`src/rtl/alu_pkg.sv`:
```
// Shared constants and FSM state encoding for alu_arbiter and the alu it fronts.
package alu_pkg;

  localparam int unsigned ALU_DATA_WIDTH = 8;
  localparam int unsigned ALU_OP_WIDTH   = 4;
  localparam int unsigned ALU_MAX_OPCODE = 11;

  typedef enum logic [1:0] {
    IDLE = 2'd0,
    EXEC = 2'd1,
    RESP = 2'd2
  } alu_arb_state_e;

endpackage

```
`src/rtl/alu_arbiter_rr_arbiter2.sv`:
```
// Two-way round-robin grant: on a tie the requester that was not granted last wins.
module rr_arbiter2 (
  input  logic [1:0] valid_i,
  input  logic       last_i,
  output logic       grant_o,
  output logic       any_o
);

  always_comb begin
    any_o = |valid_i;
    if (&valid_i) begin
      grant_o = ~last_i;
    end else begin
      grant_o = valid_i[1];
    end
  end

endmodule

```
`src/rtl/alu_arbiter.sv`:
```
// Round-robin arbiter sharing one combinational ALU between two requesters.
// Optional opcode range check enabled by `define ALU_ARB_OPCODE_CHECK_EN.
module alu_arbiter
  import alu_pkg::*;
#(
  parameter int unsigned DATA_WIDTH = ALU_DATA_WIDTH,
  parameter int unsigned OP_WIDTH   = ALU_OP_WIDTH,
  parameter int unsigned MAX_OPCODE = ALU_MAX_OPCODE
) (
  input  logic                  CLK,
  input  logic                  RST_N,
  input  logic [1:0]            REQ_VALID,
  output logic [1:0]            REQ_READY,
  input  logic [OP_WIDTH-1:0]   REQ_OPCODE0,
  input  logic [OP_WIDTH-1:0]   REQ_OPCODE1,
  input  logic [DATA_WIDTH-1:0] REQ_A0,
  input  logic [DATA_WIDTH-1:0] REQ_A1,
  input  logic [DATA_WIDTH-1:0] REQ_B0,
  input  logic [DATA_WIDTH-1:0] REQ_B1,
  output logic [1:0]            RSP_VALID,
  input  logic [1:0]            RSP_READY,
  output logic [DATA_WIDTH-1:0] RSP_RESULT,
  output logic                  RSP_ERR,
  output logic [OP_WIDTH-1:0]   ALU_OPCODE,
  output logic [DATA_WIDTH-1:0] ALU_A,
  output logic [DATA_WIDTH-1:0] ALU_B,
  input  logic [DATA_WIDTH-1:0] ALU_RESULT
);

  alu_arb_state_e        state_q, state_d;
  logic                  ptr_q, ptr_d;
  logic                  owner_q, owner_d;
  logic [OP_WIDTH-1:0]   op_q, op_d;
  logic [DATA_WIDTH-1:0] a_q, a_d;
  logic [DATA_WIDTH-1:0] b_q, b_d;
  logic [DATA_WIDTH-1:0] res_q, res_d;

  logic                  grant;
  logic                  req_any;
  logic [OP_WIDTH-1:0]   sel_op;
  logic [DATA_WIDTH-1:0] sel_a;
  logic [DATA_WIDTH-1:0] sel_b;

  rr_arbiter2 u_rr (
    .valid_i (REQ_VALID),
    .last_i  (ptr_q),
    .grant_o (grant),
    .any_o   (req_any)
  );

  assign sel_op = grant ? REQ_OPCODE1 : REQ_OPCODE0;
  assign sel_a  = grant ? REQ_A1 : REQ_A0;
  assign sel_b  = grant ? REQ_B1 : REQ_B0;

`ifdef ALU_ARB_OPCODE_CHECK_EN
  logic err_q, err_d;
  logic op_illegal;
  assign op_illegal = sel_op > OP_WIDTH'(MAX_OPCODE);
`else
  logic unused_max_opcode;
  assign unused_max_opcode = ^MAX_OPCODE;
`endif

  always_comb begin
    state_d   = state_q;
    ptr_d     = ptr_q;
    owner_d   = owner_q;
    op_d      = op_q;
    a_d       = a_q;
    b_d       = b_q;
    res_d     = res_q;
    REQ_READY = '0;
    RSP_VALID = '0;
`ifdef ALU_ARB_OPCODE_CHECK_EN
    err_d     = err_q;
`endif
    case (state_q)
      IDLE: begin
        // Ready follows valid for the granted requester, so any valid is a handshake.
        if (req_any) begin
          REQ_READY[grant] = 1'b1;
          owner_d          = grant;
          ptr_d            = grant;
`ifdef ALU_ARB_OPCODE_CHECK_EN
          if (op_illegal) begin
            res_d   = '0;
            err_d   = 1'b1;
            state_d = RESP;
          end else begin
            op_d    = sel_op;
            a_d     = sel_a;
            b_d     = sel_b;
            state_d = EXEC;
          end
`else
          op_d    = sel_op;
          a_d     = sel_a;
          b_d     = sel_b;
          state_d = EXEC;
`endif
        end
      end
      EXEC: begin
        res_d   = ALU_RESULT;
        state_d = RESP;
      end
      RESP: begin
        RSP_VALID[owner_q] = 1'b1;
        if (RSP_READY[owner_q]) begin
          state_d = IDLE;
`ifdef ALU_ARB_OPCODE_CHECK_EN
          err_d   = 1'b0;
`endif
        end
      end
      default: state_d = IDLE;
    endcase
    if (!RST_N) begin
      REQ_READY = '0;
      RSP_VALID = '0;
    end
  end

  always_ff @(posedge CLK) begin
    if (!RST_N) begin
      state_q <= IDLE;
      ptr_q   <= 1'b1;
      owner_q <= 1'b0;
      op_q    <= '0;
      a_q     <= '0;
      b_q     <= '0;
      res_q   <= '0;
`ifdef ALU_ARB_OPCODE_CHECK_EN
      err_q   <= 1'b0;
`endif
    end else begin
      state_q <= state_d;
      ptr_q   <= ptr_d;
      owner_q <= owner_d;
      op_q    <= op_d;
      a_q     <= a_d;
      b_q     <= b_d;
      res_q   <= res_d;
`ifdef ALU_ARB_OPCODE_CHECK_EN
      err_q   <= err_d;
`endif
    end
  end

`ifdef ALU_ARB_OPCODE_CHECK_EN
  assign RSP_ERR = err_q;
`else
  assign RSP_ERR = 1'b0;
`endif

  assign RSP_RESULT = res_q;
  assign ALU_OPCODE = op_q;
  assign ALU_A      = a_q;
  assign ALU_B      = b_q;

endmodule

```
`config.mk`:
```
export PLATFORM = sky130hd
export DESIGN_NAME = alu_arbiter
export DESIGN_NICKNAME = d
export VERILOG_FILES = /design/src/rtl/alu_pkg.sv /design/src/rtl/alu_arbiter_rr_arbiter2.sv /design/src/rtl/alu_arbiter.sv
export SDC_FILE = /design/constraint.sdc
export NUM_CORES = 1
export LEC_CHECK = 0
export ABC_CLOCK_PERIOD_IN_PS = 1200
export CAP_MARGIN = 5
export CORE_ASPECT_RATIO = 2
export CORE_UTILIZATION = 34
export DETAILED_ROUTE_END_ITERATION = 16
export PLACE_DENSITY = 0.75
export SYNTH_ARGS = -nofsm -noshare
export SYNTH_HDL_FRONTEND = slang
export SYNTH_SLANG_ARGS = --single-unit
```
`constraint.sdc`:
```
create_clock -name CLK -period 1.2 [get_ports CLK]
set_input_delay 0.24 -clock CLK [delete_from_list [all_inputs] [get_ports CLK]]
set_output_delay 0.24 -clock CLK [all_outputs]
set_load 0.01 [all_outputs]
```
=== Word-level counts from Yosys, hierarchy flattened ===
Index checks and enable logic that the tools add are counted.

* Word-level logic and storage cells: 41
* Output and inout port bits: 33
* Input bits: 54
* Flip-flop bits (word level): 32

* Reductions and logical operators: 7
* Bitwise logic cells: 1
* Magnitude comparators: 4
* Equal/unequal tests: 4
* Muxes and demuxes: 18

{| class="wikitable"
|+ Operator list
! cell !! number
|-
| $mux W8 || 2
|-
| $mux W2 || 7
|-
| $pmux W2 S3 || 1
|-
| $reduce_and A2 Y1 || 3
|-
| $mux W1 || 5
|-
| $lt A1 B2 Y1 const B || 2
|-
| $mux W4 || 1
|-
| $ne A2 B2 Y1 const B || 2
|-
| $demux W1 S1 || 2
|-
| $eq A2 B1 Y1 const B || 1
|-
| $eq A2 B2 Y1 const B || 1
|-
| $ge A1 B1 Y1 const B || 2
|-
| $logic_and A1 B1 Y1 || 2
|-
| $logic_not A2 Y1 || 1
|-
| $reduce_or A2 Y1 || 1
|-
| $not A1 Y1 || 1
|}

=== Logic depth before layout (Yosys ltp) ===
* Depth after elaboration: 9
* Mapped depth: 6
* Depth with buffers taken out: 3

=== By module ===
Synthesis repeated with hierarchy kept, for this count alone.

* Cells, all modules: 154
* Area, all modules: 1512.7 um^2

{| class="wikitable"
|+ By module, submodules not included
! module !! cells each !! instances !! area each (um^2) !! sequential area each (um^2)
|-
| alu_arbiter || 152 || 1 || 1498.9 || 640.6
|-
| rr_arbiter2 || 2 || 1 || 13.8 || 0.0
|}

=== Least setup slack after synthesis ===
OpenSTA, ideal clock, no wires.

* Path kind: reg2reg
* Start point: register ptr_q
* End point: register a_q[0], in the netlist ALU_A[0]
* Arrival: 1.133 ns
* Slack: -0.055 ns
* Buffers on the path: 1
* Library setup time: 0.122 ns
* Cell stages (with the launch flop): 5
* Period minus slack after synthesis: 1.255 ns
* Data required time: 1.078 ns
* Cell sequence: dfxtp_1 -> nand2b_1 -> and4_1 -> buf_6 -> a221o_1

* Word-level cells in the longest chain between the ends: 3

{| class="wikitable"
|+ RTL lines
! what !! line !! source
|-
| start: declaration || alu_arbiter.sv:31 || <nowiki>logic ptr_q, ptr_d;</nowiki>
|-
| start signal: assignment || alu_arbiter.sv:138 || <nowiki>ptr_q <= ptr_d;</nowiki>
|-
| $not A1 Y1 || alu_arbiter_rr_arbiter2.sv:12 || <nowiki>grant_o = ~last_i;</nowiki>
|-
| $mux W1 || alu_arbiter_rr_arbiter2.sv:11 || <nowiki>if (&valid_i) begin</nowiki>
|-
| $mux W8 || alu_arbiter.sv:52 || <nowiki>assign sel_a = grant ? REQ_A1 : REQ_A0;</nowiki>
|-
| end signal: assignment || alu_arbiter.sv:130 || <nowiki>a_q <= '0;</nowiki>
|-
| end signal: assignment || alu_arbiter.sv:141 || <nowiki>a_q <= a_d;</nowiki>
|-
| end: declaration || alu_arbiter.sv:34 || <nowiki>logic [DATA_WIDTH-1:0] a_q, a_d;</nowiki>
|}

Every way passes these cells.
A chain may end at the register's enable or synchronous reset.

=== Worst setup path in the final report ===
* Start point: register state_q[0]
* End point: output port REQ_READY[0]

* Word-level cells in the longest chain between the ends: 3

{| class="wikitable"
|+ RTL lines
! what !! line !! source
|-
| start: declaration || alu_arbiter.sv:30 || <nowiki>alu_arb_state_e state_q, state_d;</nowiki>
|-
| start signal: assignment || alu_arbiter.sv:137 || <nowiki>state_q <= state_d;</nowiki>
|-
| $logic_not A2 Y1 || alu_arbiter.sv:77 || <nowiki>case (state_q)</nowiki>
|-
| $mux W2 || alu_arbiter.sv:77 ||
|-
| $mux W2 || alu_arbiter.sv:118 || <nowiki>if (!RST_N) begin</nowiki>
|-
| end: declaration || alu_arbiter.sv:13 || <nowiki>output logic [1:0] REQ_READY,</nowiki>
|}

Every way passes these cells.

==> impl_metrics.json <==
{
  "grt_max_degree": 28,
  "cts_tree": "built",
  "synthCells": 177,
  "ioPinCount": 87,
  "ys_seq_area_share_pct": 42.5,
  "hp-class": "primary input to register",
  "start_util_pct": 36.1,
  "fin_crit_ns": 1.56,
  "place_area_sq_mm": 0.00258,
  "fillers": 376,
  "min_to": "ptr_q",
  "seqPwrFrac_pct": 37.6,
  "crit_path_cell_trace": "buf_4 > nor2_2 > and4_1 > buf_2",
  "rsz0062_at_grt": "true",
  "die_height_um": 96.1,
  "drc": 0,
  "final_net_count": 335,
  "io_buffers": 85,
  "wire_per_inst_um": 14.2,
  "powerDensity_mw_per_mm2": 1190,
  "drive_gt1_share_pct": 28.7,
  "cp_slowest_cell": "dfxtp_2",
  "pwr-share-comb_pct": 31.7,
  "grt_overflow": 0,
  "dieArea_sq_mm": 0.00472,
  "min_delay_path_depth": 2,
  "worstSetupPathType": "register to output port",
  "cts.clk_slew.worst_paths_ns": 0.07,
  "finalMaxSlewViolations": 0,
  "p_total_mw": 3.32,
  "register_area_sq_um": 646,
  "diodes": 0,
  "switchingPower_mw": 0.933,
  "r2r_start": "state_q[0]",
  "fin_ws_ns": -0.359,
  "crit_path_end_kind": "output port",
  "clk_latency_ns": 0.28,
  "reg2reg_to": "ALU_A[4]",
  "regToRegSetupSlack_ns": -0.22,
  "synth.largest_area_cell": "dfxtp_1",
  "avgSynthCellArea_sq_um": 8.51,
  "crit_required_ns": 0.96,
  "rows": 33,
  "status": "complete, but fails checks",
  "worstPathArrival_ns": 1.32,
  "grt_first_pass_wirelength_um": 7420,
  "finalHoldViolCount": 0,
  "synth.area.top_cells": "dfxtp_1 43%, nand2_1 12%, a311oi_2 10%",
  "grt_pass1_vias": 1670,
  "multiInputGateArea_sq_um": 863,
  "routed_wl_um": 4730,
  "grt_use_total_pct": 20.7,
  "clk_path_buf_depth": 2,
  "antenna_left": 0,
  "period_share_pct": 130,
  "viasPerCell": 5.06,
  "hold_ws_ns": 0.365,
  "htree_levels": 2,
  "stdcell_area_sq_mm": 0.00280,
  "fp.dieW_um": 49.1,
  "synth_cell_types": 34,
  "antenna_found_initial": 0,
  "hpwl_um": 3390,
  "startpoint_type": "register",
  "vdd.ir_drop.worst_uv": 1190,
  "vias": 1690,
  "synth_edf_count": 0,
  "cts-root-buf": "clkbuf_8",
  "clock.fmax_mhz": 641,
  "hp-start": "RST_N",
  "clkPwrFrac_pct": 30.7,
  "cts_buffers": 5,
  "area.growth.synth_to_final_pct": 85.5,
  "ys_warn_count": 0,
  "fin_skew_ns": 0.00237,
  "critPathMaxFanout": 5,
  "violations": "setup timing",
  "ctsHoldBuffers": 0,
  "r2r_cells": 5,
  "globalplace.congestion": 0.734,
  "p_leak_nw": 1.20,
  "setup_viol": 25,
  "syn-num-nets": 231,
  "netlist_area_sq_mm": 0.00151,
  "core_sq_mm": 0.00417,
  "drv_cap": 0,
  "synth-seq-cells": 32,
  "first_pass_iters": 4,
  "synth_top_area_share_pct": 42.5,
  "ys.flop_type": "dfxtp_1",
  "cpPeakStageDelay_ns": 0.33,
  "drtIter0Drc": 13,
  "synthArstFlopShare_pct": 0,
  "p_int_mw": 2.38,
  "swShare_pct": 28.1,
  "cts.sink_count": 32
}
[placed cells by master (no fill, tap or decap), types with 2 or more instances in the layout]
master,Yosys,final
nor2_1,4,3
buf_2,6,3
nand2_1,50,50
a21oi_1,24,14
a311oi_1,4,4
clkbuf_8,0,5
dfxtp_2,0,4
nand4_1,4,4
buf_12,0,5
nor2_2,1,2
nor3_2,1,2
a311oi_2,10,10
dfxtp_1,32,28
buf_6,1,5
a31oi_1,2,2
or2_4,0,2
dlygate4sd2_1,0,31
clkdlybuf4s50_1,0,50
nor3_1,5,3
o21ai_2,0,2
a221o_1,4,4
a21oi_2,1,11
buf_4,5,16
[through the flow]
stage          util (%)  worst slack [ns]  cells  TNS [ns]
6_report           67.0            -0.359    334     -3.65
5_1_grt            67.0            -0.411    334     -4.90
4_1_cts            66.0            -0.350    333     -3.80
3_5_place_dp       61.9            -0.850    320    -15.21
3_3_place_gp       61.9            -0.831    320    -14.52
2_1_floorplan         -           -0.0121    177    -0.135
[cells in the mapped netlist, drive strengths merged (3+ instances only)]
library cell and count:
dfxtp 32, a311oi 14, buf 13, nand2 50
nor3 6, o21ai 3, a21oi 25, a221o 4
nand4 4, nor2 6
[worst max-delay path: cells and delay by family (launching register included)]
kind                   cells  cell delay [ns]
and+or+nand+nor            2             0.40
DFF                        1             0.33
buffers and inverters      2             0.29
[cell families after synthesis]
group	Yosys count	share of synthesized area, %
compound gates	51	27.2
buf+inv	16	6.23
flops	32	42.5
mux	1	0.664
other cells	1	0.249
simple gates	76	23.1
[metal layers]
layer  track usage [%]  up-vias  share of wire, %
met1              18.2      794                35
met5                 0        -                 0
li1                  -      831                 -
met2              42.7       54                59
met3              3.63       11               3.8
met4              10.3        0               3.0
[how the worst max path moves through the flow]
stage / start / endpoint / slack (ns)
finish: state_q[0] / REQ_READY[0] / -0.36
global route: state_q[0] / REQ_READY[1] / -0.41
CTS: state_q[0] / REQ_READY[1] / -0.35
detailed placement: REQ_VALID[1] / REQ_READY[1] / -0.85
global placement: REQ_VALID[1] / REQ_READY[1] / -0.83
floorplan: ptr_q / ALU_A[0] / -0.01
[power by group through the flow]
| stage | clock network, mW | registers, mW | logic, mW |
|---|---|---|---|
| floorplan | 0 | 1.31 | 0.431 |
| global placement | 0 | 1.27 | 0.984 |
| detailed placement | 0 | 1.27 | 0.998 |
| CTS | 1.04 | 1.24 | 1.04 |
| global route | 1.08 | 1.26 | 1.13 |
| finish | 1.02 | 1.25 | 1.05 |
[repair_timing]
item / CTS / global route
pin swaps: 2 / 0
resized for setup: 63 / 8
setup endpoints to repair: 54 / 28
setup buffers: 4 / 1
cloned: 1 / 0
[layout make-up]
type                       instances  area share (%)
multi-input combinational        129            30.9
clock buffer                       5            2.46
clock inverter                     3            1.52
sequential                        32            23.1
tap                               52            2.33
timing repair buffer             112            39.6
inverter                           1           0.134
[flip-flops by register name, summed over array words and instances (netlist names)]
register	flops
owner_q	1
state_q	2
ALU_OPCODE	4
ALU_A	8
ALU_B	8
RSP_RESULT	8
ptr_q	1
No activity file was read; power rests on OpenSTA's default activity.
